--- config.mk ---
export PLATFORM = sky130hd
export DESIGN_NAME = mem_bus_arbiter_flat
export DESIGN_NICKNAME = d
export VERILOG_FILES = /design/src/rtl/mem_bus_arbiter_pkg.sv /design/src/rtl/mem_bus_arbiter_if.sv /design/src/rtl/mem_bus_arbiter_bus_timeout_cnt.sv /design/src/rtl/mem_bus_arbiter.sv /design/src/flat_wrapper.sv
export SDC_FILE = /design/constraint.sdc
export NUM_CORES = 1
export LEC_CHECK = 0
export CELL_PAD_IN_SITES_DETAIL_PLACEMENT = 1
export CELL_PAD_IN_SITES_GLOBAL_PLACEMENT = 1
export CORE_ASPECT_RATIO = 0.8
export CORE_MARGIN = 5
export CORE_UTILIZATION = 30
export DETAILED_ROUTE_END_ITERATION = 8
export PLACE_DENSITY = 0.84
export SLEW_MARGIN = 20
export SYNTH_ARGS = -nofsm -noshare
export SYNTH_HDL_FRONTEND = slang
export SYNTH_SLANG_ARGS = --single-unit
--- constraint.sdc ---
create_clock -name clk -period 3.22 [get_ports clk]
set_input_delay 0.483 -clock clk [delete_from_list [all_inputs] [get_ports clk]]
set_output_delay 0.483 -clock clk [all_outputs]
set_load 0.01 [all_outputs]
--- src/rtl/mem_bus_arbiter_pkg.sv ---
// Shared types and constants for the ibus/dbus memory-port arbiter.
package mem_bus_arbiter_pkg;

  localparam int ADDR_WIDTH_DEF = 32;
  localparam int DATA_WIDTH_DEF = 32;
  localparam int TIMEOUT_DEF    = 255;

  typedef enum logic [1:0] {
    ST_IDLE = 2'd0,
    ST_BUSY = 2'd1,
    ST_RESP = 2'd2
  } arb_state_e;

  typedef enum logic {
    GRANT_I = 1'b0,
    GRANT_D = 1'b1
  } grant_e;

  // Bits needed to hold values 0..max_count (at least one).
  function automatic int cnt_width(input int max_count);
    int w;
    w = 1;
    while ((1 << w) <= max_count) w++;
    return w;
  endfunction

endpackage

--- src/rtl/mem_bus_arbiter_if.sv ---
// Master-side (ibus, dbus) and slave-side signals of the shared memory port.
interface mem_bus_arbiter_if #(
  parameter int ADDR_WIDTH = 32,
  parameter int DATA_WIDTH = 32
);
  localparam int SEL_WIDTH = DATA_WIDTH / 8;

  logic                  i_req;
  logic [ADDR_WIDTH-1:0] i_addr;
  logic                  i_ack;
  logic                  i_err;
  logic [DATA_WIDTH-1:0] i_rdata;

  logic                  d_req;
  logic                  d_we;
  logic [SEL_WIDTH-1:0]  d_sel;
  logic [ADDR_WIDTH-1:0] d_addr;
  logic [DATA_WIDTH-1:0] d_wdata;
  logic                  d_ack;
  logic                  d_err;
  logic [DATA_WIDTH-1:0] d_rdata;

  logic                  m_req;
  logic                  m_we;
  logic [SEL_WIDTH-1:0]  m_sel;
  logic [ADDR_WIDTH-1:0] m_addr;
  logic [DATA_WIDTH-1:0] m_wdata;
  logic [DATA_WIDTH-1:0] m_rdata;
  logic                  m_ack;

  logic                  stallreq_if;
  logic                  stallreq_mem;

  // Arbiter view: serves the pipeline masters, drives the memory slave.
  modport slave (
    input  i_req, i_addr, d_req, d_we, d_sel, d_addr, d_wdata, m_rdata, m_ack,
    output i_ack, i_err, i_rdata, d_ack, d_err, d_rdata,
           m_req, m_we, m_sel, m_addr, m_wdata, stallreq_if, stallreq_mem
  );

  // Environment view: pipeline masters plus the memory slave.
  modport master (
    output i_req, i_addr, d_req, d_we, d_sel, d_addr, d_wdata, m_rdata, m_ack,
    input  i_ack, i_err, i_rdata, d_ack, d_err, d_rdata,
           m_req, m_we, m_sel, m_addr, m_wdata, stallreq_if, stallreq_mem
  );

endinterface

--- src/rtl/mem_bus_arbiter_bus_timeout_cnt.sv ---
// Counts cycles of an outstanding slave access; flags the cycle whose increment reaches TIMEOUT.
module bus_timeout_cnt
  import mem_bus_arbiter_pkg::*;
#(
  parameter int TIMEOUT = TIMEOUT_DEF
) (
  input  logic clk,
  input  logic rst,
  input  logic i_clear,
  input  logic i_enable,
  output logic o_expired
);

  localparam int CW = cnt_width(TIMEOUT);

  logic [CW-1:0] r_cnt;

  always_ff @(posedge clk) begin
    if (!rst) begin
      r_cnt <= '0;
    end else if (i_clear) begin
      r_cnt <= '0;
    end else if (i_enable) begin
      r_cnt <= r_cnt + CW'(1);
    end
  end

  generate
    if (TIMEOUT == 0) begin : g_never
      assign o_expired = 1'b0;
    end else begin : g_tc
      assign o_expired = i_enable && (r_cnt == CW'(TIMEOUT - 1));
    end
  endgenerate

endmodule

--- src/rtl/mem_bus_arbiter.sv ---
// Round-robin arbiter sharing one memory port between ibus (fetch) and dbus (load/store).
//   ST_IDLE | sample requests, latch winner's command
//   ST_BUSY | m_req held until m_ack or timeout
//   ST_RESP | one-cycle ack/err pulse to the granted master
module mem_bus_arbiter
  import mem_bus_arbiter_pkg::*;
#(
  parameter int ADDR_WIDTH = ADDR_WIDTH_DEF,
  parameter int DATA_WIDTH = DATA_WIDTH_DEF,
  parameter int TIMEOUT    = TIMEOUT_DEF
) (
  input  logic clk,
  input  logic rst,
  mem_bus_arbiter_if.slave bus
);

  localparam int SEL_WIDTH = DATA_WIDTH / 8;

  arb_state_e            r_state, w_state_nxt;
  grant_e                r_grant, w_grant_nxt;
  grant_e                r_last_grant, w_last_grant_nxt;
  logic                  r_m_req, w_m_req_nxt;
  logic                  r_m_we, w_m_we_nxt;
  logic [SEL_WIDTH-1:0]  r_m_sel, w_m_sel_nxt;
  logic [ADDR_WIDTH-1:0] r_m_addr, w_m_addr_nxt;
  logic [DATA_WIDTH-1:0] r_m_wdata, w_m_wdata_nxt;
  logic                  r_i_ack, w_i_ack_nxt;
  logic                  r_i_err, w_i_err_nxt;
  logic [DATA_WIDTH-1:0] r_i_rdata, w_i_rdata_nxt;
  logic                  r_d_ack, w_d_ack_nxt;
  logic                  r_d_err, w_d_err_nxt;
  logic [DATA_WIDTH-1:0] r_d_rdata, w_d_rdata_nxt;
  logic                  w_cnt_clear, w_cnt_en, w_expired;
  logic                  w_pick_d;

  bus_timeout_cnt #(.TIMEOUT(TIMEOUT)) u_timeout (
    .clk      (clk),
    .rst      (rst),
    .i_clear  (w_cnt_clear),
    .i_enable (w_cnt_en),
    .o_expired(w_expired)
  );

  // dbus wins ties unless it was the last master to complete an access.
  assign w_pick_d = bus.d_req && !(bus.i_req && (r_last_grant == GRANT_D));

  always_ff @(posedge clk) begin
    if (!rst) begin
      r_state      <= ST_IDLE;
      r_grant      <= GRANT_I;
      r_last_grant <= GRANT_I;
      r_m_req      <= 1'b0;
      r_m_we       <= 1'b0;
      r_m_sel      <= '0;
      r_m_addr     <= '0;
      r_m_wdata    <= '0;
      r_i_ack      <= 1'b0;
      r_i_err      <= 1'b0;
      r_i_rdata    <= '0;
      r_d_ack      <= 1'b0;
      r_d_err      <= 1'b0;
      r_d_rdata    <= '0;
    end else begin
      r_state      <= w_state_nxt;
      r_grant      <= w_grant_nxt;
      r_last_grant <= w_last_grant_nxt;
      r_m_req      <= w_m_req_nxt;
      r_m_we       <= w_m_we_nxt;
      r_m_sel      <= w_m_sel_nxt;
      r_m_addr     <= w_m_addr_nxt;
      r_m_wdata    <= w_m_wdata_nxt;
      r_i_ack      <= w_i_ack_nxt;
      r_i_err      <= w_i_err_nxt;
      r_i_rdata    <= w_i_rdata_nxt;
      r_d_ack      <= w_d_ack_nxt;
      r_d_err      <= w_d_err_nxt;
      r_d_rdata    <= w_d_rdata_nxt;
    end
  end

  always_comb begin
    w_state_nxt      = r_state;
    w_grant_nxt      = r_grant;
    w_last_grant_nxt = r_last_grant;
    w_m_req_nxt      = r_m_req;
    w_m_we_nxt       = r_m_we;
    w_m_sel_nxt      = r_m_sel;
    w_m_addr_nxt     = r_m_addr;
    w_m_wdata_nxt    = r_m_wdata;
    w_i_ack_nxt      = 1'b0;
    w_i_err_nxt      = 1'b0;
    w_i_rdata_nxt    = '0;
    w_d_ack_nxt      = 1'b0;
    w_d_err_nxt      = 1'b0;
    w_d_rdata_nxt    = '0;
    w_cnt_clear      = 1'b0;
    w_cnt_en         = 1'b0;

    unique case (r_state)
      ST_IDLE: begin
        w_cnt_clear = 1'b1;
        if (bus.i_req || bus.d_req) begin
          w_state_nxt = ST_BUSY;
          w_m_req_nxt = 1'b1;
          if (w_pick_d) begin
            w_grant_nxt   = GRANT_D;
            w_m_we_nxt    = bus.d_we;
            w_m_sel_nxt   = bus.d_sel;
            w_m_addr_nxt  = bus.d_addr;
            w_m_wdata_nxt = bus.d_wdata;
          end else begin
            w_grant_nxt   = GRANT_I;
            w_m_we_nxt    = 1'b0;
            w_m_sel_nxt   = '1;
            w_m_addr_nxt  = bus.i_addr;
            w_m_wdata_nxt = '0;
          end
        end
      end
      ST_BUSY: begin
        w_cnt_en = !bus.m_ack;
        if (bus.m_ack) begin
          w_state_nxt      = ST_RESP;
          w_m_req_nxt      = 1'b0;
          w_last_grant_nxt = r_grant;
          if (r_grant == GRANT_D) begin
            w_d_ack_nxt   = 1'b1;
            w_d_rdata_nxt = bus.m_rdata;
          end else begin
            w_i_ack_nxt   = 1'b1;
            w_i_rdata_nxt = bus.m_rdata;
          end
        end else if (w_expired) begin
          // Abort: rdata stays 0 and the round-robin history is left untouched.
          w_state_nxt = ST_RESP;
          w_m_req_nxt = 1'b0;
          if (r_grant == GRANT_D) w_d_err_nxt = 1'b1;
          else                    w_i_err_nxt = 1'b1;
        end
      end
      ST_RESP: begin
        w_state_nxt = ST_IDLE;
      end
      default: begin
        w_state_nxt = ST_IDLE;
        w_m_req_nxt = 1'b0;
      end
    endcase
  end

  assign bus.m_req        = r_m_req;
  assign bus.m_we         = r_m_we;
  assign bus.m_sel        = r_m_sel;
  assign bus.m_addr       = r_m_addr;
  assign bus.m_wdata      = r_m_wdata;
  assign bus.i_ack        = r_i_ack;
  assign bus.i_err        = r_i_err;
  assign bus.i_rdata      = r_i_rdata;
  assign bus.d_ack        = r_d_ack;
  assign bus.d_err        = r_d_err;
  assign bus.d_rdata      = r_d_rdata;
  assign bus.stallreq_if  = bus.i_req & ~(r_i_ack | r_i_err);
  assign bus.stallreq_mem = bus.d_req & ~(r_d_ack | r_d_err);

endmodule

--- src/flat_wrapper.sv ---
// flat-port wrapper written by rule: the top's interface ports become plain ports
module mem_bus_arbiter_flat import mem_bus_arbiter_pkg::*;
#(
  parameter int ADDR_WIDTH = ADDR_WIDTH_DEF,
  parameter int DATA_WIDTH = DATA_WIDTH_DEF,
  parameter int TIMEOUT    = TIMEOUT_DEF
)
  (clk, rst, bus_i_req, bus_i_addr, bus_d_req, bus_d_we, bus_d_sel, bus_d_addr, bus_d_wdata, bus_m_rdata, bus_m_ack, bus_i_ack, bus_i_err, bus_i_rdata, bus_d_ack, bus_d_err, bus_d_rdata, bus_m_req, bus_m_we, bus_m_sel, bus_m_addr, bus_m_wdata, bus_stallreq_if, bus_stallreq_mem);
  mem_bus_arbiter_if #(.ADDR_WIDTH(ADDR_WIDTH), .DATA_WIDTH(DATA_WIDTH)) bus_i ();
  input  logic clk;
  input  logic rst;
  input wire logic [$bits(bus_i.i_req)-1:0] bus_i_req;
  input wire logic [$bits(bus_i.i_addr)-1:0] bus_i_addr;
  input wire logic [$bits(bus_i.d_req)-1:0] bus_d_req;
  input wire logic [$bits(bus_i.d_we)-1:0] bus_d_we;
  input wire logic [$bits(bus_i.d_sel)-1:0] bus_d_sel;
  input wire logic [$bits(bus_i.d_addr)-1:0] bus_d_addr;
  input wire logic [$bits(bus_i.d_wdata)-1:0] bus_d_wdata;
  input wire logic [$bits(bus_i.m_rdata)-1:0] bus_m_rdata;
  input wire logic [$bits(bus_i.m_ack)-1:0] bus_m_ack;
  output wire logic [$bits(bus_i.i_ack)-1:0] bus_i_ack;
  output wire logic [$bits(bus_i.i_err)-1:0] bus_i_err;
  output wire logic [$bits(bus_i.i_rdata)-1:0] bus_i_rdata;
  output wire logic [$bits(bus_i.d_ack)-1:0] bus_d_ack;
  output wire logic [$bits(bus_i.d_err)-1:0] bus_d_err;
  output wire logic [$bits(bus_i.d_rdata)-1:0] bus_d_rdata;
  output wire logic [$bits(bus_i.m_req)-1:0] bus_m_req;
  output wire logic [$bits(bus_i.m_we)-1:0] bus_m_we;
  output wire logic [$bits(bus_i.m_sel)-1:0] bus_m_sel;
  output wire logic [$bits(bus_i.m_addr)-1:0] bus_m_addr;
  output wire logic [$bits(bus_i.m_wdata)-1:0] bus_m_wdata;
  output wire logic [$bits(bus_i.stallreq_if)-1:0] bus_stallreq_if;
  output wire logic [$bits(bus_i.stallreq_mem)-1:0] bus_stallreq_mem;
  assign bus_i.i_req = bus_i_req;
  assign bus_i.i_addr = bus_i_addr;
  assign bus_i.d_req = bus_d_req;
  assign bus_i.d_we = bus_d_we;
  assign bus_i.d_sel = bus_d_sel;
  assign bus_i.d_addr = bus_d_addr;
  assign bus_i.d_wdata = bus_d_wdata;
  assign bus_i.m_rdata = bus_m_rdata;
  assign bus_i.m_ack = bus_m_ack;
  assign bus_i_ack = bus_i.i_ack;
  assign bus_i_err = bus_i.i_err;
  assign bus_i_rdata = bus_i.i_rdata;
  assign bus_d_ack = bus_i.d_ack;
  assign bus_d_err = bus_i.d_err;
  assign bus_d_rdata = bus_i.d_rdata;
  assign bus_m_req = bus_i.m_req;
  assign bus_m_we = bus_i.m_we;
  assign bus_m_sel = bus_i.m_sel;
  assign bus_m_addr = bus_i.m_addr;
  assign bus_m_wdata = bus_i.m_wdata;
  assign bus_stallreq_if = bus_i.stallreq_if;
  assign bus_stallreq_mem = bus_i.stallreq_mem;
  mem_bus_arbiter #(.ADDR_WIDTH(ADDR_WIDTH), .DATA_WIDTH(DATA_WIDTH), .TIMEOUT(TIMEOUT)) u_core (.clk(clk), .rst(rst), .bus(bus_i));
endmodule
* Word-level counts from Yosys, hierarchy flattened
Cells that the tools add are included.
W data, S select, Z words.
** Word-level totals
- Flip-flop bits (word level) :: 150
- Input bits :: 138
- Output and inout port bits :: 140
** Cells by class
- $add $sub $neg :: 1
- Equality and inequality tests :: 5
- Multiplexer cells :: 17
- Bitwise logic cells :: 11
- Reduce and logical (&&, ||, !) cells :: 16
** Operators with widths (count)
- $mux W32 :: 2
- $mux W1 :: 9
- $add A8 B1 Y8 const B :: 1
- $eq A8 B8 Y1 const B :: 1
- $reduce_or A4 Y1 :: 2
- $not A1 Y1 :: 7
- $mux W2 :: 3
- $reduce_and A2 Y1 :: 3
- $reduce_and A3 Y1 :: 2
- $mux W4 :: 1
- $pmux W2 S2 :: 1
- $reduce_and A4 Y1 :: 1
- $logic_and A1 B1 Y1 :: 3
- $ne A3 B3 Y1 const B :: 1
- $pmux W1 S3 :: 1
- $and A1 B1 Y1 :: 2
- $eq A2 B1 Y1 const B :: 1
- $eq A2 B2 Y1 const B :: 1
- $logic_not A1 Y1 :: 2
- $logic_not A2 Y1 :: 1
- $ne A2 B1 Y1 const B :: 1
- $or A1 B1 Y1 :: 2
- $reduce_or A2 Y1 :: 1
- $logic_or A1 B1 Y1 :: 1

* Logic depth before layout (Yosys ltp)
- Depth in word-level cells :: 6
- Mapped depth :: 5
- Depth with buffers taken out :: 5

* Modules after synthesis
Synthesis repeated with hierarchy kept, for this count alone.
** Second synthesis, totals
- Cell total of the unflattened synthesis :: 479
- Area total of the unflattened synthesis :: 5073.6 µm²
** Modules (own cells, without submodules)
- mem_bus_arbiter :: instances 1, cells each 437, area each 4704.5 µm², sequential area each 2842.7 µm²
- bus_timeout_cnt :: instances 1, cells each 42, area each 369.1 µm², sequential area each 160.2 µm²

* Worst setup path after synthesis
Ideal clock, no wire load.
- Kind :: input to register
- From :: input rst
- To :: register u_core.r_m_wdata[0], in the netlist u_core.bus.m_wdata[0]
- Arrival time :: 1.317 ns
- Slack :: 1.771 ns
- Stages on the path :: 5
- Path buffers :: 3
- Path through :: buf_2 inv_2 clkbuf_1 clkbuf_1 a21oi_1
** RTL lines
- from (decl) :: line flat_wrapper.sv:11 : input logic rst;
- to (signal assigned) :: line mem_bus_arbiter.sv:71 : r_m_wdata <= w_m_wdata_nxt;
- to (decl) :: line mem_bus_arbiter.sv:26 : logic [DATA_WIDTH-1:0] r_m_wdata, w_m_wdata_nxt;
No word-level cell between the ends.

* Final worst setup path
- From :: input bus_i_req
- To :: output bus_stallreq_if
** Between the ends
- Cells in the longest elaborated chain, start to end :: 1
** Ends and longest elaborated chain
- from (decl) :: line flat_wrapper.sv:12 : input wire logic [$bits(bus_i.i_req)-1:0] bus_i_req;
- $and A1 B1 Y1 :: line mem_bus_arbiter.sv:162 : assign bus.stallreq_if = bus.i_req & ~(r_i_ack | r_i_err);
- to (decl) :: line flat_wrapper.sv:32 : output wire logic [$bits(bus_i.stallreq_if)-1:0] bus_stallreq_if;
No other way between the ends.

==> impl_metrics.json <==
{
  "status": "finished, final reports clean",
  "main_combinational_cell_family_by_area_after_synthesis": "simple AND/OR/NAND/NOR gates",
  "synth_enable_flop_cells": 0,
  "path_cells": "clkdlybuf4s50_1 > nor3b_1 > clkdlybuf4s50_1",
  "num-nets-final": 958,
  "intPower_mw": 3.52,
  "synth_async_sr_flop_share_pct": 0,
  "cpPeakStageDelay_ns": 0.61,
  "syn-mean-instance-area_sq_um": 9.44,
  "setup.worst_path.end_class": "output pin",
  "finalSetupViolations": 0,
  "yosys_warnings": 0,
  "crit_family": "buffers and inverters",
  "routability_driven_placement_congestion_ratio": 0.755,
  "post_syn_instances": 557,
  "grt_antenna_before_repair": 0,
  "detail_route.first_pass.iterations": 4,
  "crit_start": "bus_i_req",
  "cts_buffers": 17,
  "clkSlewWorstSetupHoldPaths_ns": 0.06,
  "setup-tns-final_ns": 0,
  "maxSlewViolCount": 0,
  "placed_cells_incl_taps": 1024,
  "starting_utilization_of_the_core_area_pct": 30.5,
  "vias_in_the_first_global_route": 5210,
  "synth_adder_area_share_pct": 0.476,
  "final.setup_skew_ns": 0.0133,
  "worstPathArrival_ns": 1.88,
  "cts_tree": "built",
  "crit_buf_inv": 2,
  "max_cap_viol_count": 0,
  "fin_cells": 1056,
  "power_mw": 4.79,
  "yosys.area_share.simple_pct": 19.8,
  "dieWidth_microns": 158,
  "die_area_sq_um": 20300,
  "ctsHoldBuffers": 0,
  "route.detailed.wl_per_inst_microns": 18.1,
  "routed_wl_microns": 19100,
  "hold_viol_final": 0,
  "netSwitchingPower_mw": 1.27,
  "rows": 43,
  "num_vias": 5102,
  "syn-num-nets": 697,
  "design.portCount": 278,
  "seq_power_share_pct": 42.2,
  "antennaDiodeCount": 0,
  "crit_top_cell": "clkdlybuf4s50_1",
  "post_drt_via_cell_ratio": 4.83,
  "worstSetupEndpoint": "bus_stallreq_if",
  "synth.yosys.seq_area_share_pct": 57.1,
  "cp_max_fo": 5,
  "die_h_microns": 128,
  "worstSetupPathType": "input pin to output pin",
  "hold_start": "u_core.bus.m_wdata[30]",
  "post-dp-hpwl_microns": 13700,
  "switching_share_pct": 26.6,
  "overflow": 0,
  "clock-root-buffer": "clkbuf_16",
  "post_route_cells_drive_above_1_share_pct": 6.98,
  "worst_r2r_path_depth": 4,
  "p_clk_share_pct": 41.3,
  "maximum_number_of_pins_on_one_net_before_global_route_repair": 38,
  "syn_to_final_growth_pct": 67.3,
  "critPathLaunchType": "input pin",
  "ys_ff_latch": 150,
  "maxSlewHeadroom_pct": 51.8,
  "power.density_cell_area_nw_per_um2": 545,
  "post_synth_mux_area_share_pct": 0,
  "final-seq-area_sq_um": 3000,
  "multi_input_comb_area_sq_um": 2050,
  "place.port_buffers": 277,
  "fill_cells": 1930,
  "leakage_nw": 3.25,
  "clock_insertion_delay_worst_skew_ns": 0.42,
  "h_tree_level_count": 4,
  "postRouteAntennaNets": 0,
  "fp.coreArea_sq_um": 17300,
  "grt_pass1_wl_microns": 29000,
  "placement.cell_area_sq_um": 8210,
  "yosys_most_used_dff": "dfxtp_1",
  "remaining_drc_errors": 0,
  "critical_path_data_required_time_ns": 2.74,
  "clkSinkCount": 150,
  "grt_setup_unrepaired": "false",
  "yosys.cell_types.count": 40,
  "synthesis.area_sq_um": 5260,
  "power_frac_comb_pct": 16.5,
  "shortest_clock_period_the_worst_path_allows_after_layout_ns": 2.36,
  "synthesized_area_fraction_occupied_by_ao_oa_aoi_and_oai_cells_pct": 18.1,
  "timing.critical_path.slowest_stage_cell": "clkdlybuf4s50_1",
  "post-route-cell-area_sq_um": 8800,
  "crit_cells": 3,
  "tightest_slew_ns": 0.723,
  "flop2flop_setup_slack_ns": 1.49,
  "globalRouteTotalUtil_pct": 18.2,
  "hp-class": "flop to flop",
  "cts_max_path_buffers": 2,
  "hold_slack_ns": 0.482,
  "cts-resized-gates": 0,
  "post_cts_buffers": 0,
  "fin_crit_sh_pct": 73.4,
  "worst_ir_drop_on_vdd_mv": 0.310,
  "dr.first_iter.drc_count": 156,
  "fmax_ghz": 0.423,
  "post_synth_xor_area_fraction_pct": 0.333,
  "critical_path.reg2reg.startpoint": "u_core.r_state[1]",
  "worst_r2r_endpoint": "u_core.bus.m_sel[0]"
}
## layout by cell type, fill, tap and decap left out, types with 4 or more instances in the layout
cell	n
clkdlybuf4s50_1	277
clkinvlp_4	4
nand3_1	36
inv_1	4
o221a_2	4
and2_1	64
dfxtp_1	150
buf_4	11
nor2_1	4
a21oi_1	73
a311oi_1	32
nand2_1	70
clkbuf_16	17
inv_6	5
o21ai_0	38
## logic make-up (layout without fill, tap and decap cells)
| family | Yosys count | count (layout) |
|---|---|---|
| compound gates | 155 | 155 |
| buf+inv | 51 | 325 |
| simple gates | 197 | 197 |
| xor+xnor | 2 | 2 |
| flops | 150 | 150 |
| fa+ha+maj | 2 | 2 |
## registers in the layout (all words and copies together), names as in the netlist
signal and flops:
u_core.bus.d_ack 1, u_core.bus.m_wdata 32, u_core.bus.d_rdata 32, u_core.r_last_grant 1
u_core.bus.m_we 1, u_core.bus.i_err 1, u_core.r_state 2, u_core.bus.m_sel 4
u_core.bus.m_req 1, u_core.bus.d_err 1, u_core.bus.i_ack 1, u_core.bus.m_addr 32
u_core.bus.i_rdata 32, u_core.r_grant 1, u_core.u_timeout.r_cnt 8
## routing by layer
| layer | vias to the layer above | global-route usage [%] | share of wire (%) |
|---|---|---|---|
| li1 | 2463 | - | - |
| met1 | 2461 | 22.5 | 43 |
| met2 | 156 | 31.1 | 49 |
| met3 | 22 | 4.71 | 6.4 |
| met4 | 0 | 6.07 | 1.8 |
| met5 | - | 0 | 0 |
## synthesized netlist by cell type (all sizes together) (2+ instances only)
master  count  area [sq um]
ha          2          25.0
nand2      70           263
nand4       2          12.5
nor3        2          32.5
dfxtp     150          3000
and2       64           400
o21ai      38           190
o221a       4          45.0
nor2        7          33.8
nor3b       3          22.5
or4         2          15.0
inv         5          18.8
buf        19           103
a21oi      73           365
or2         2          12.5
or3         3          20.0
nand3      36           180
a311oi     32           280
o31ai       2          15.0
nor4        2          12.5
clkbuf     27           101
## power by group through the flow
stage	combinational [mW]	sequential, mW	clock, mW
global placement	0.785	2.06	0
finish	0.793	2.02	1.98
floorplan	0.278	2.10	0
global route	0.853	2.03	2.12
detailed placement	0.799	2.06	0
CTS	0.803	2.02	2.04
## area by class of cell
type                            count  area share (%)
Sequential cell                   150            34.1
Multi-Input combinational cell    356            23.3
Clock inverter                     13            1.54
Tap cell                          225            3.20
Inverter                            5           0.213
Timing Repair Buffer              288            32.5
Clock buffer                       19            5.15
## how the worst min path moves through the flow
stage | endpoint | slack, ns | cells after the start
2_1_floorplan | u_core.u_timeout.r_cnt[7] | 0.45 | 2
4_1_cts | u_core.bus.m_wdata[18] | 0.48 | 2
5_1_grt | u_core.bus.m_wdata[17] | 0.51 | 2
3_5_place_dp | u_core.bus.m_wdata[18] | 0.47 | 2
6_report | u_core.bus.m_wdata[30] | 0.48 | 2
3_3_place_gp | u_core.bus.m_wdata[30] | 0.46 | 2
## through the flow
step	setup slack [ns]	util, %
3_3_place_gp	0.866	47.5
2_1_floorplan	1.77	-
3_5_place_dp	0.841	47.5
5_1_grt	0.781	50.9
4_1_cts	0.840	50.9
6_report	0.857	50.9
## worst reg2reg max path, cell delays in order (launching register included)
cell	delay, ns
dfxtp_1	0.38
or2_1	0.44
nor2_4	0.16
buf_4	0.41
o221a_2	0.30
(Power assumes the default switching activity.)
